File: src/rtl/alu_result_buf.sv
// FIFO buffer of ALU results (result, flags, opcode) with sticky flag accumulation.
// Optional overflow trap enabled by defining ALU_RESULT_BUF_VTRAP_EN.
module alu_result_buf #(
    parameter int DEPTH = 4
) (
    input  logic                       clk,
    input  logic                       reset,
    input  logic                       in_valid,
    output logic                       in_ready,
    input  logic [31:0]                in_result,
    input  logic [3:0]                 in_flags,
    input  logic [2:0]                 in_op,
    output logic                       out_valid,
    input  logic                       out_ready,
    output logic [31:0]                out_result,
    output logic [3:0]                 out_flags,
    output logic [2:0]                 out_op,
    output logic [$clog2(DEPTH):0]     count,
    output logic [3:0]                 sticky,
    input  logic                       clr_sticky
`ifdef ALU_RESULT_BUF_VTRAP_EN
    ,
    output logic                       trap,
    input  logic                       trap_clr
`endif
);

    localparam int PW = $clog2(DEPTH);
    localparam int CW = $clog2(DEPTH) + 1;

    logic [31:0]   res_mem_q  [DEPTH];
    logic [3:0]    flag_mem_q [DEPTH];
    logic [2:0]    op_mem_q   [DEPTH];

    logic [PW-1:0] wr_ptr_q, wr_ptr_d;
    logic [PW-1:0] rd_ptr_q, rd_ptr_d;
    logic [CW-1:0] count_q,  count_d;
    logic [3:0]    sticky_q, sticky_d;
    logic          push, pop;

`ifdef ALU_RESULT_BUF_VTRAP_EN
    logic trap_q, trap_d;
    logic trap_hit;

    assign trap_hit = push && (in_op[2:1] == 2'b11) && in_flags[0];
    assign trap     = trap_q;
    assign in_ready = (count_q != CW'(DEPTH)) && !trap_q;
`else
    assign in_ready = (count_q != CW'(DEPTH));
`endif

    assign out_valid = (count_q != '0);
    assign push      = in_valid && in_ready;
    assign pop       = out_valid && out_ready;

    // Head fields come straight from the storage registers; no bypass path.
    assign out_result = res_mem_q[rd_ptr_q];
    assign out_flags  = flag_mem_q[rd_ptr_q];
    assign out_op     = op_mem_q[rd_ptr_q];
    assign count      = count_q;
    assign sticky     = sticky_q;

    always_comb begin
        wr_ptr_d = wr_ptr_q;
        rd_ptr_d = rd_ptr_q;
        count_d  = count_q;
        sticky_d = sticky_q;
        if (push) begin
            wr_ptr_d = wr_ptr_q + 1'b1;
            sticky_d = sticky_q | in_flags;
        end
        if (pop) begin
            rd_ptr_d = rd_ptr_q + 1'b1;
        end
        case ({push, pop})
            2'b10:   count_d = count_q + 1'b1;
            2'b01:   count_d = count_q - 1'b1;
            default: count_d = count_q;
        endcase
        // Clearing wins over a same-cycle push's flags.
        if (clr_sticky) begin
            sticky_d = '0;
        end
    end

`ifdef ALU_RESULT_BUF_VTRAP_EN
    always_comb begin
        trap_d = trap_q;
        if (trap_hit) begin
            trap_d = 1'b1;
        end else if (trap_clr) begin
            trap_d = 1'b0;
        end
    end
`endif

    always_ff @(posedge clk) begin
        if (reset) begin
            wr_ptr_q <= '0;
            rd_ptr_q <= '0;
            count_q  <= '0;
            sticky_q <= '0;
`ifdef ALU_RESULT_BUF_VTRAP_EN
            trap_q   <= 1'b0;
`endif
        end else begin
            wr_ptr_q <= wr_ptr_d;
            rd_ptr_q <= rd_ptr_d;
            count_q  <= count_d;
            sticky_q <= sticky_d;
`ifdef ALU_RESULT_BUF_VTRAP_EN
            trap_q   <= trap_d;
`endif
        end
    end

    // Storage is data-only: written on push, never reset.
    always_ff @(posedge clk) begin
        if (push && !reset) begin
            res_mem_q[wr_ptr_q]  <= in_result;
            flag_mem_q[wr_ptr_q] <= in_flags;
            op_mem_q[wr_ptr_q]   <= in_op;
        end
    end

endmodule

File: config.mk
export PLATFORM = sky130hd
export DESIGN_NAME = alu_result_buf
export DESIGN_NICKNAME = d
export VERILOG_FILES = /design/src/rtl/alu_result_buf.sv
export SDC_FILE = /design/constraint.sdc
export NUM_CORES = 1
export LEC_CHECK = 0
export BUFFER_PORTS_ARGS = -buffer_cell sky130_fd_sc_hd__clkbuf_2
export CAP_MARGIN = 20
export CORE_MARGIN = 2
export CORE_UTILIZATION = 45
export DETAILED_ROUTE_END_ITERATION = 8
export PLACE_DENSITY_LB_ADDON = 0.05
export SYNTH_ARGS = -nofsm -noshare
export SYNTH_HDL_FRONTEND = slang
export SYNTH_SLANG_ARGS = --single-unit
File: constraint.sdc
create_clock -name clk -period 5.2 [get_ports clk]
set_input_delay 0 -clock clk [delete_from_list [all_inputs] [get_ports clk]]
set_output_delay 0 -clock clk [all_outputs]
set_load 0.02 [all_outputs]
# Yosys cells after proc, flatten, opt, wreduce, memory -nomap -nowiden
# Memories as Yosys holds them, arrays and structs flattened. A register that Yosys moved wholly into a read port is not among the register bits.
# Cells that the tools add are included.
[word_totals]
regBits = 11
ramBits = 156
input_bits = 44
out_inout_bits = 48
wordCells = 31
mem_count = 3
[memory_table]
columns = ["memory", "words", "width", "rd", "rd_clocked_by_memory_dff", "wr", "line", "rtl"]
rows = [
  ["res_mem_q", 4, 32, 1, 1, 1, "31", "logic [31:0] res_mem_q [DEPTH];"],
  ["flag_mem_q", 4, 4, 1, 1, 1, "32", "logic [3:0] flag_mem_q [DEPTH];"],
  ["op_mem_q", 4, 3, 1, 1, 1, "33", "logic [2:0] op_mem_q [DEPTH];"],
]
[classes]
n_addsub = 4
n_eq_ne = 3
mux = 9
n_bitwise = 1
reduce_logical = 7
[ops]
columns = ["cell", "count"]
rows = [
  ["$mux W2", 6],
  ["$pmux W3 S2", 1],
  ["$add A2 B1 Y2 const B", 2],
  ["$or A4 B4 Y4", 1],
  ["$add A3 B1 Y3 const B", 1],
  ["$logic_and A1 B1 Y1", 3],
  ["$ne A3 B3 Y1 const B", 1],
  ["$reduce_bool A3 Y1", 1],
  ["$sub A3 B1 Y3 const B", 1],
  ["$eq A2 B1 Y1 const B", 1],
  ["$eq A2 B2 Y1 const B", 1],
  ["$mux W1", 2],
  ["$reduce_bool A2 Y1", 1],
  ["$reduce_or A2 Y1", 1],
  ["$logic_not A1 Y1", 1],
]

# Depth between registers and ports, before layout
# Gate-level depths: netlist of run 1.
[logic_depth]
ltp_word = 5
mapped_depth = 10
ltp_nobuf = 9

# Worst setup path after synthesis of run 1
# OpenSTA, ideal clock, no wires.
[synth_timing]
kind = "register to register"
from = "register count_q[0], in the netlist count[0]"
to = "memory flag_mem_q[3][0], enable pin"
setup_time_ps = 492
t_arrival_ps = 3915
required_ps = 4708
path_slack_ps = 793
path_stages_with_launch = 6
path_buffers = 1
synth_period_minus_slack_ps = 4407
path_cell_list = "dfxtp_1 -> or3b_1 -> buf_6 -> and2_4 -> inv_2 -> nor3b_1"
[synth_via]
elab_chain_len = 5
[synth_rtl]
columns = ["item", "line", "rtl"]
rows = [
  ["start, declared", "37", "logic [CW-1:0] count_q, count_d;"],
  ["start signal, assigned", "109", "count_q <= count_d;"],
  ["$ne A3 B3 Y1", "49", "assign in_ready = (count_q != CW'(DEPTH));"],
  ["via in_ready", "9", "output logic in_ready,"],
  ["$logic_and A1 B1 Y1", "53", "assign push = in_valid && in_ready;"],
  ["$logic_and A1 B1 Y1", "119", "if (push && !reset) begin"],
  ["$mux W1", "119", ""],
  ["$mux W1 (not written as such)", "121", "flag_mem_q[wr_ptr_q] <= in_flags;"],
  ["end, declared", "32", ""],
]
# The timed path passes the listed nets, and every way through them passes these cells.

# Worst setup path after layout of run 1
[layout_timing]
from = "register count_q[2], in the netlist count[2]"
to = "register count_q[2], in the netlist count[2]"
[layout_via]
elab_chain_len = 4
word_cells_on_any_way = 10
cone_classes = "2 x add/sub; 3 x eq/ne; 1 x mux; 4 x reduce/logical"
[layout_rtl]
columns = ["item", "line", "rtl"]
rows = [
  ["$ne A3 B3 Y1 / $reduce_bool A3 Y1 (equally long branches)", "49, 52", ""],
  ["$logic_and A1 B1 Y1, on equally long branches", "53, 54", ""],
  ["$eq A2 B1 Y1 / $eq A2 B2 Y1 (equally long branches)", "75", "case ({push, pop})"],
  ["$pmux W3 S2 / $reduce_bool A2 Y1 (equally long branches)", "-", ""],
]
# Parallel ways exist; a longest one is shown, timed or not.
# A chain may end at the register's enable or synchronous reset.

==> results.md, run 1 <==
* Switching part of the total power at 0.272
* Non-filler cells, final at a little over 600
* Sequential fraction of the synthesis area at 0.794
* Fin Setup TNS at 0 ns
* Class of the tightest hold or removal check: in2reg
* Worst-path clk slew at approximately 0.060 ns
* Number of antenna violations at the first check in global routing at 0
* Top_reg_cell synth: sky130_fd_sc_hd__edfxtp_1
* Number of vias after detailed routing at approximately 3100
* Wire length of the first global-routing pass at 17.3 mm
* Highest ir drop seen on vdd at between 0.0003 and 0.0004 V
* CTS sink count at about 170
* Share of total power in sequential cells at 0.459
* Worst Tran Pin Value at 0.853 ns
* Mean Syn Cell Area at 23.2 um^2
* Total Routed Length at 11.0 mm
* CTS tree: done
* RSZ-0062 raised after global routing: no
* Static leakage at between 2 and 3 nW
* Remaining routing DRC violations at 0
* Power density over the cells at between 400 and 500 mW/mm^2
* Number of global-route vias before repair at roughly 3300
* Setup violators final at 0
* Largest net degree at the start of global routing at 40
* Routability-driven placement congestion ratio at ~0.73
* Place WS at roughly 2.6 ns
* Clock latency on the worst-skew pair at about 0.42 ns
* Int Pwr at around 2.7 mW
* TritonRoute pass-1 iters at 4
* Most instantiated library cell after synthesis: sky130_fd_sc_hd__edfxtp_1
* I/O pin count at 92
* Clk buf depth at 2
* Synthesized area at a little over 0.006 mm^2
* Cells resized by post-CTS repair at 0
* Final-stage net count at between 400 and 500
* Count of nets left with antenna violations after detail routing at 0
* GRT overflow at 0
* Filler Cells Inserted at approximately 1000
* Multi-input combinational cell area at 0.00122 mm^2
* Fraction of power consumed by combinational cells at 0.207
* Main area contributors after synthesis: sky130_fd_sc_hd__edfxtp_1 75%, sky130_fd_sc_hd__mux4_2 14%, sky130_fd_sc_hd__dfxtp_1 4.2%, sky130_fd_sc_hd__ha_1 1.0%, sky130_fd_sc_hd__nor2_1 0.48%
* Post-synth top area share at 0.752
* Die height at 122 um
* Final-report max-slew violation count at 0
* Number of enable flip-flop cells after synthesis at approximately 160
* Initial core utilization at 0.465
* Horizontal extent of the die at ~120 um
* Worst rel slew slack at 0.431
* Cell variety after synth at 27
* Top cells by instance count after synthesis: 156 x sky130_fd_sc_hd__edfxtp_1, 39 x sky130_fd_sc_hd__mux4_2, 13 x sky130_fd_sc_hd__dfxtp_1
* Share of final-layout standard cells stronger than drive strength 1 at 0.414
* Critical Path RT at ~5.6 ns
* Total of flip-flops plus latches after synthesis at roughly 170
* Clock share of power at 0.334
* Initial DRC count at 120
* Worst setup path category: reg2reg
* Placed cell count at between 500 and 600
* Port-buffer cells at slightly above 90
* Run status: complete, no violations
* Cell type with the highest aggregate area in the netlist: sky130_fd_sc_hd__edfxtp_1
* Worst Skew at 0.0114 ns
* GRT Overall Usage at 0.163
* Net switching power at between 1 and 1.5 mW
* Final worst-path setup slack at between 2 and 3 ns
* Clock Tree Root: sky130_fd_sc_hd__clkbuf_16
* Data arrival time of the critical path at just under 3 ns
* Share of async-settable or async-resettable flops after synthesis at 0
* Register area at 0.00495 mm^2
* CTS buffer count at 17
* CP Capture Type: flip-flop
* Post-synthesis net count at roughly 320
* Worst stage delay on the critical path at roughly 0.48 ns
* Post-layout min period at approximately 2.6 ns
* DR vias/cell at about 5.1
* Maxcap violations at 0
* Cell Chain, Critical Path: or3b_1 > and2_4 > inv_2 > ha_1 > inv_1 > fa_1 > xor2_1 > or3_2 > a21oi_1
* Total die area at about 0.015 mm^2
* H-Tree Level Count at 4
* Critical Path Start Type: flip-flop
* Timing-limited maximum frequency at 383 MHz
* Tcrit/Tclk final at 0.503
* Final routed wire length divided by cell count at ~18 um
* Total count of hold-check failures in the final report at 0
* Worst-path cell with the longest stage delay: sky130_fd_sc_hd__or3b_1
* Sum of net half-perimeters after detailed placement at 6.39 mm
* Synth warnings at 0
* Standard-cell row count at 42
* Placeable core region at between 0.01 and 0.015 mm^2
* Post-synthesis to final-layout area growth at 27.7%
* Setup slack on the worst flop-to-flop path at between 2 and 3 ns
* Gate count after technology mapping at 268
* Highest fanout seen on the critical path at 7
* Inserted Diodes at 0
state kept, by name, indices dropped and copies added, names as in the netlist, named ones only:
name and count:
flag_mem_q 16, op_mem_q 12, count 3, res_mem_q 128
rd_ptr_q 2, sticky 4, wr_ptr_q 2
metal layers:
layer  vias up  track usage  wire [um]
met2        77        0.263       5570
met5         -            0          0
li1       1420            -          -
met3        15       0.0543        552
met4         0       0.0690        150
met1      1587        0.205       4680
power by group through the flow:
stage,Combinational [mW],Sequential (mW),Clock [mW]
after floorplan,0.599,1.65,0
after global placement,0.752,1.74,0
after CTS,0.782,1.71,1.26
after global routing,0.825,1.73,1.32
final,0.767,1.70,1.24
after detailed placement,0.752,1.74,0
layout make-up:
class / instances / area share
repair buffers: 143 / 0.120
clock inverters: 14 / 0.0195
multi-input cells: 82 / 0.154
inverters: 6 / 0.00283
flip-flops and latches: 169 / 0.622
well taps: 176 / 0.0277
clock buffers: 18 / 0.0539
critical path: cells and delay by family, from the launching register on:
family / cells / cell delay (ns)
buffers and inverters: 2 / 0.17
AOI/OAI and AO/OA: 1 / 0.14
and+or+nand+nor: 3 / 1.12
xor gates and xnor gates: 1 / 0.16
DFF: 1 / 0.41
adders and majority gates: 2 / 0.56
final timing paths:
path	start	end	cells past startpoint
setup / recovery	count[2]$_SDFFE_PP0P_	count[2]$_SDFFE_PP0P_	9
hold / removal	out_ready	flip-flop	4
setup reg to reg	count[2]$_SDFFE_PP0P_	count[2]$_SDFFE_PP0P_	9
hold reg to reg	rd_ptr_q[1]$_SDFFE_PP0P_	flip-flop	2
layout by cell type (no fill, tap or decap), drive strengths merged, types with 4 or more instances in the layout:
master	instances
dlygate4sd3	43
clkbuf	109
mux4	39
nor2	8
nor3	4
buf	9
edfxtp	156
nor3b	4
clkinv	8
ha	5
dfxtp	13
inv	7
a31oi	4
stage by stage:
step / hold slack (ns) / cell area, um^2 / utilization / power, mW
6_report: 0.0152 / 7960 / 0.594 / 3.71
5_1_grt: 0.0286 / 7960 / 0.594 / 3.87
4_1_cts: 0.00346 / 7960 / 0.594 / 3.76
3_5_place_dp: 0.221 / 6940 / 0.518 / 2.49
3_3_place_gp: 0.215 / 6940 / 0.518 / 2.49
2_1_floorplan: 0.0768 / 6230 / - / 2.25
cell families (layout without fill, tap and decap cells):
family | Yosys count | in the layout | share of synthesized area
flip-flops | 169 | 169 | 0.794
multiplexers | 41 | 41 | 0.145
AND/OR/NAND/NOR | 22 | 22 | 0.0201
buffers and inverters | 17 | 181 | 0.0129
AO/OA/AOI/OAI | 9 | 9 | 0.00944
adder cells (fa/ha/maj) | 6 | 6 | 0.0133
XOR/XNOR | 4 | 4 | 0.00562
repair_timing:
item	4_1_cts	5_1_grt
hold buffers	43	0
setup buffers	0	0
endpoints found under the hold margin	161	0
(Power assumes the default switching activity.)
==> run 2: changes to the inputs <==
--- a/config.mk
+++ b/config.mk
@@ -5,6 +5,7 @@
 export SDC_FILE = /design/constraint.sdc
 export NUM_CORES = 1
 export LEC_CHECK = 0
+export ABC_AREA = 1
 export BUFFER_PORTS_ARGS = -buffer_cell sky130_fd_sc_hd__clkbuf_2
 export CAP_MARGIN = 20
 export CORE_MARGIN = 2
==> constraint.sdc (replaced) <==
create_clock -name clk -period 2.5 [get_ports clk]
set_input_delay 0 -clock clk [delete_from_list [all_inputs] [get_ports clk]]
set_output_delay 0 -clock clk [all_outputs]
set_load 0.02 [all_outputs]
==> results.md, run 2 <==
* Run status: complete, no violations
* DR vias/cell at ~5
* Total count of hold-check failures in the final report at 0
* Mean Syn Cell Area at 13.8 um^2
* Main area contributors after synthesis: sky130_fd_sc_hd__edfxtp_1 73%, sky130_fd_sc_hd__o21ai_0 5.9%, sky130_fd_sc_hd__nor2_1 5.3%, sky130_fd_sc_hd__dfxtp_1 4.0%, sky130_fd_sc_hd__o22ai_1 3.8%
* Worst Tran Pin Value at roughly 0.8 ns
* Static leakage at around 3.0 nW
* Share of async-settable or async-resettable flops after synthesis at 0
* Sum of net half-perimeters after detailed placement at 7.70 mm
* Setup violators final at 0
* CP Capture Type: output port
* Timing-limited maximum frequency at approximately 460 MHz
* Final core utilization at 0.585
* Total of flip-flops plus latches after synthesis at 169
* Registers with the highest flip-flop counts: res_mem_q x128, flag_mem_q x16, op_mem_q x12
* GRT overflow at 0
* Synth warnings at 0
* Worst rel slew slack at 0.477
* Post-Route M1 WL at ~6.2 mm
* Standard-cell row count at between 40 and 50
* Design Power at 7.79 mW
* Proportion of synthesized area in mux cells at 0
* Number of vias after detailed routing at about 4000
* RSZ-0062 raised after global routing: no
* Worst setup path category: reg2out
* Tcrit/Tclk final at 0.862
* Gate count after technology mapping at between 400 and 500
* Post-synthesis net count at around 520
* Number of antenna violations at the first check in global routing at 0
* Data arrival time of the critical path at ~2.2 ns
* CTS tree: done
* Post-layout min period at about 2.2 ns
* Critical Path Start Type: flip-flop
* I/O pin count at 92
* Leading cell types in the layout, fill and taps excluded: 156 x sky130_fd_sc_hd__edfxtp_1, 91 x sky130_fd_sc_hd__clkbuf_2, 87 x sky130_fd_sc_hd__nor2_1
* Routability-driven placement congestion ratio at approximately 0.79
* Inserted Diodes at 0
* Share of final-layout standard cells stronger than drive strength 1 at 0.230
* Largest register FFs at between 100 and 150
* Top cells by instance count after synthesis: 156 x sky130_fd_sc_hd__edfxtp_1, 91 x sky130_fd_sc_hd__nor2_1, 76 x sky130_fd_sc_hd__o21ai_0
* Hold slack final at between 0.3 and 0.4 ns
* Synthesized area at 0.00643 mm^2
* Placed cell count at 725
* Uppermost routed layer: met4
* Class of the tightest hold or removal check: in2reg
* Parity-gate share of the synthesized area counting xor and xnor cells at 0
* Worst-path clk slew at roughly 0.06 ns
* Maxcap violations at 0
* Horizontal extent of the die at between 100 and 150 um
* Die height at between 100 and 150 um
* Final routed wire length divided by cell count at roughly 17 um
* Number of enable flip-flop cells after synthesis at between 150 and 200
* Clock Tree Root: sky130_fd_sc_hd__clkbuf_16
* Most common library cell in the layout ignoring fill and taps: sky130_fd_sc_hd__edfxtp_1
* Final-report max-slew violation count at 0
* Final-stage net count at about 660
* Fin Setup TNS at 0 ns
* Wire length of the first global-routing pass at roughly 21 mm
* Count of nets left with antenna violations after detail routing at 0
* Power density over the cells at 954 mW/mm^2
* TritonRoute pass-1 iters at 4
* Combinational family with the most area after synthesis: compound AO/OA/AOI/OAI gates
* Non-filler cells, final at between 800 and 900
* Critical Path RT at between 2 and 3 ns
* Top_reg_cell synth: sky130_fd_sc_hd__edfxtp_1
* Cell type with the highest aggregate area in the netlist: sky130_fd_sc_hd__edfxtp_1
* Clk buf depth at 2
* Count of buffers added by post-CTS timing repair for setup at 0
* Total die area at 0.0153 mm^2
* Post-synthesis to final-layout area growth at 26.9%
* Register containing the most flip-flops in the final layout: res_mem_q
* Initial DRC count at about 320
* Remaining routing DRC violations at 0
* Port-buffer cells at between 90 and 100
* Sequential fraction of the synthesis area at 0.769
* Filler Cells Inserted at ~1100
* Largest net degree at the start of global routing at 79
* Cells resized by post-CTS repair at 0
* Share of synthesized cell area in full adder, half adder and majority cells at 0.0128
* Post-synth top area share at 0.729
* Total met3 wirelength after detailed routing at between 500 and 600 um
* Highest ir drop seen on vdd at ~0.00058 V
* Synth Area in Compound Gates at 0.107
* Most instantiated library cell after synthesis: sky130_fd_sc_hd__edfxtp_1
* Number of global-route vias before repair at around 4000
* Clock latency on the worst-skew pair at between 0.4 and 0.5 ns
* GRT Overall Usage at 0.186
* Worst Skew at a little over 0.005 ns
* Total Routed Length at approximately 13 mm
* Post-Synth Simple-Gate Area at 0.0712
* Highest fanout seen on the critical path at 78
* CTS sink count at 169
* Routed length on met2 at between 6 and 7 mm
* H-Tree Level Count at 4
* Initial core utilization at 0.461
* CTS buffer count at 17
* Cell variety after synth at 24
* Placeable core region at 0.0139 mm^2
[run 2: changes by cell type after synthesis, sizes merged, moves of 11 or more]
cell   change
buf       +11
inv       +17
mux4      -39
nand2     +15
nor2      +84
o21ai     +79
o22ai     +39
[run 2: worst max-delay path, stage by stage, from the launching register on]
cell and delay, ns:
sky130_fd_sc_hd__dfxtp_2 0.35, sky130_fd_sc_hd__buf_4 0.63, sky130_fd_sc_hd__o21ai_0 0.21, sky130_fd_sc_hd__o22ai_1 0.31
sky130_fd_sc_hd__clkbuf_2 0.23
[run 2: logic make-up (layout without fill, tap and decap cells)]
group,count (synthesis),after routing
buffers and inverters,48,203
DFF,169,169
AOI/OAI and AO/OA,127,127
and+or+nand+nor,117,117
adders and majority gates,6,6
[run 2: layer usage]
layer | vias up | global-route usage
li1 | 1995 | -
met1 | 1978 | 0.240
met2 | 91 | 0.304
met3 | 18 | 0.0475
met4 | 0 | 0.0710
met5 | - | 0
[run 2: timing repair]
item,4_1_cts,5_1_grt
hold endpoints to repair,169,0
endpoints found under the setup margin,0,0
hold buffers,45,0
[run 2: layout make-up]
class                      count  area (um^2)  share of cell area
clock inverter                 6         58.8             0.00721
sequential                   169         4950               0.606
clock buffer                  26          531              0.0650
tap                          180          225              0.0276
multi-input combinational    250         1260               0.155
timing repair buffer         148         1050               0.128
inverter                      23         88.8              0.0109
[run 2: report_power, final]
group,switching [mW],leakage (nW),internal [mW]
Sequential,0.0828,1.52,3.27
Clock,0.975,0.295,1.56
Combinational,1.31,1.17,0.594
[run 2: final timing paths]
path / start / slack [ns] / end / cells past startpoint
worst max register to register: count[1]$_SDFFE_PP0P_ / 0.64 / res_mem_q[3][29]$_DFFE_PP_ / 5
worst max-delay path: flip-flop / 0.34 / out_result[1] / 4
worst min register to register: sticky[0]$_SDFFE_PP0P_ / 0.46 / sticky[0]$_SDFFE_PP0P_ / 2
worst min-delay path: in_result[9] / 0.35 / res_mem_q[0][9]$_DFFE_PP_ / 2
[run 2: through the flow]
step                      instance area (um^2)  worst slack, ns
after floorplan                           6430           -0.430
after global placement                    7120            0.693
after detailed placement                  7120            0.624
after CTS                                 8160            0.312
after global routing                      8160            0.203
final                                     8160            0.344
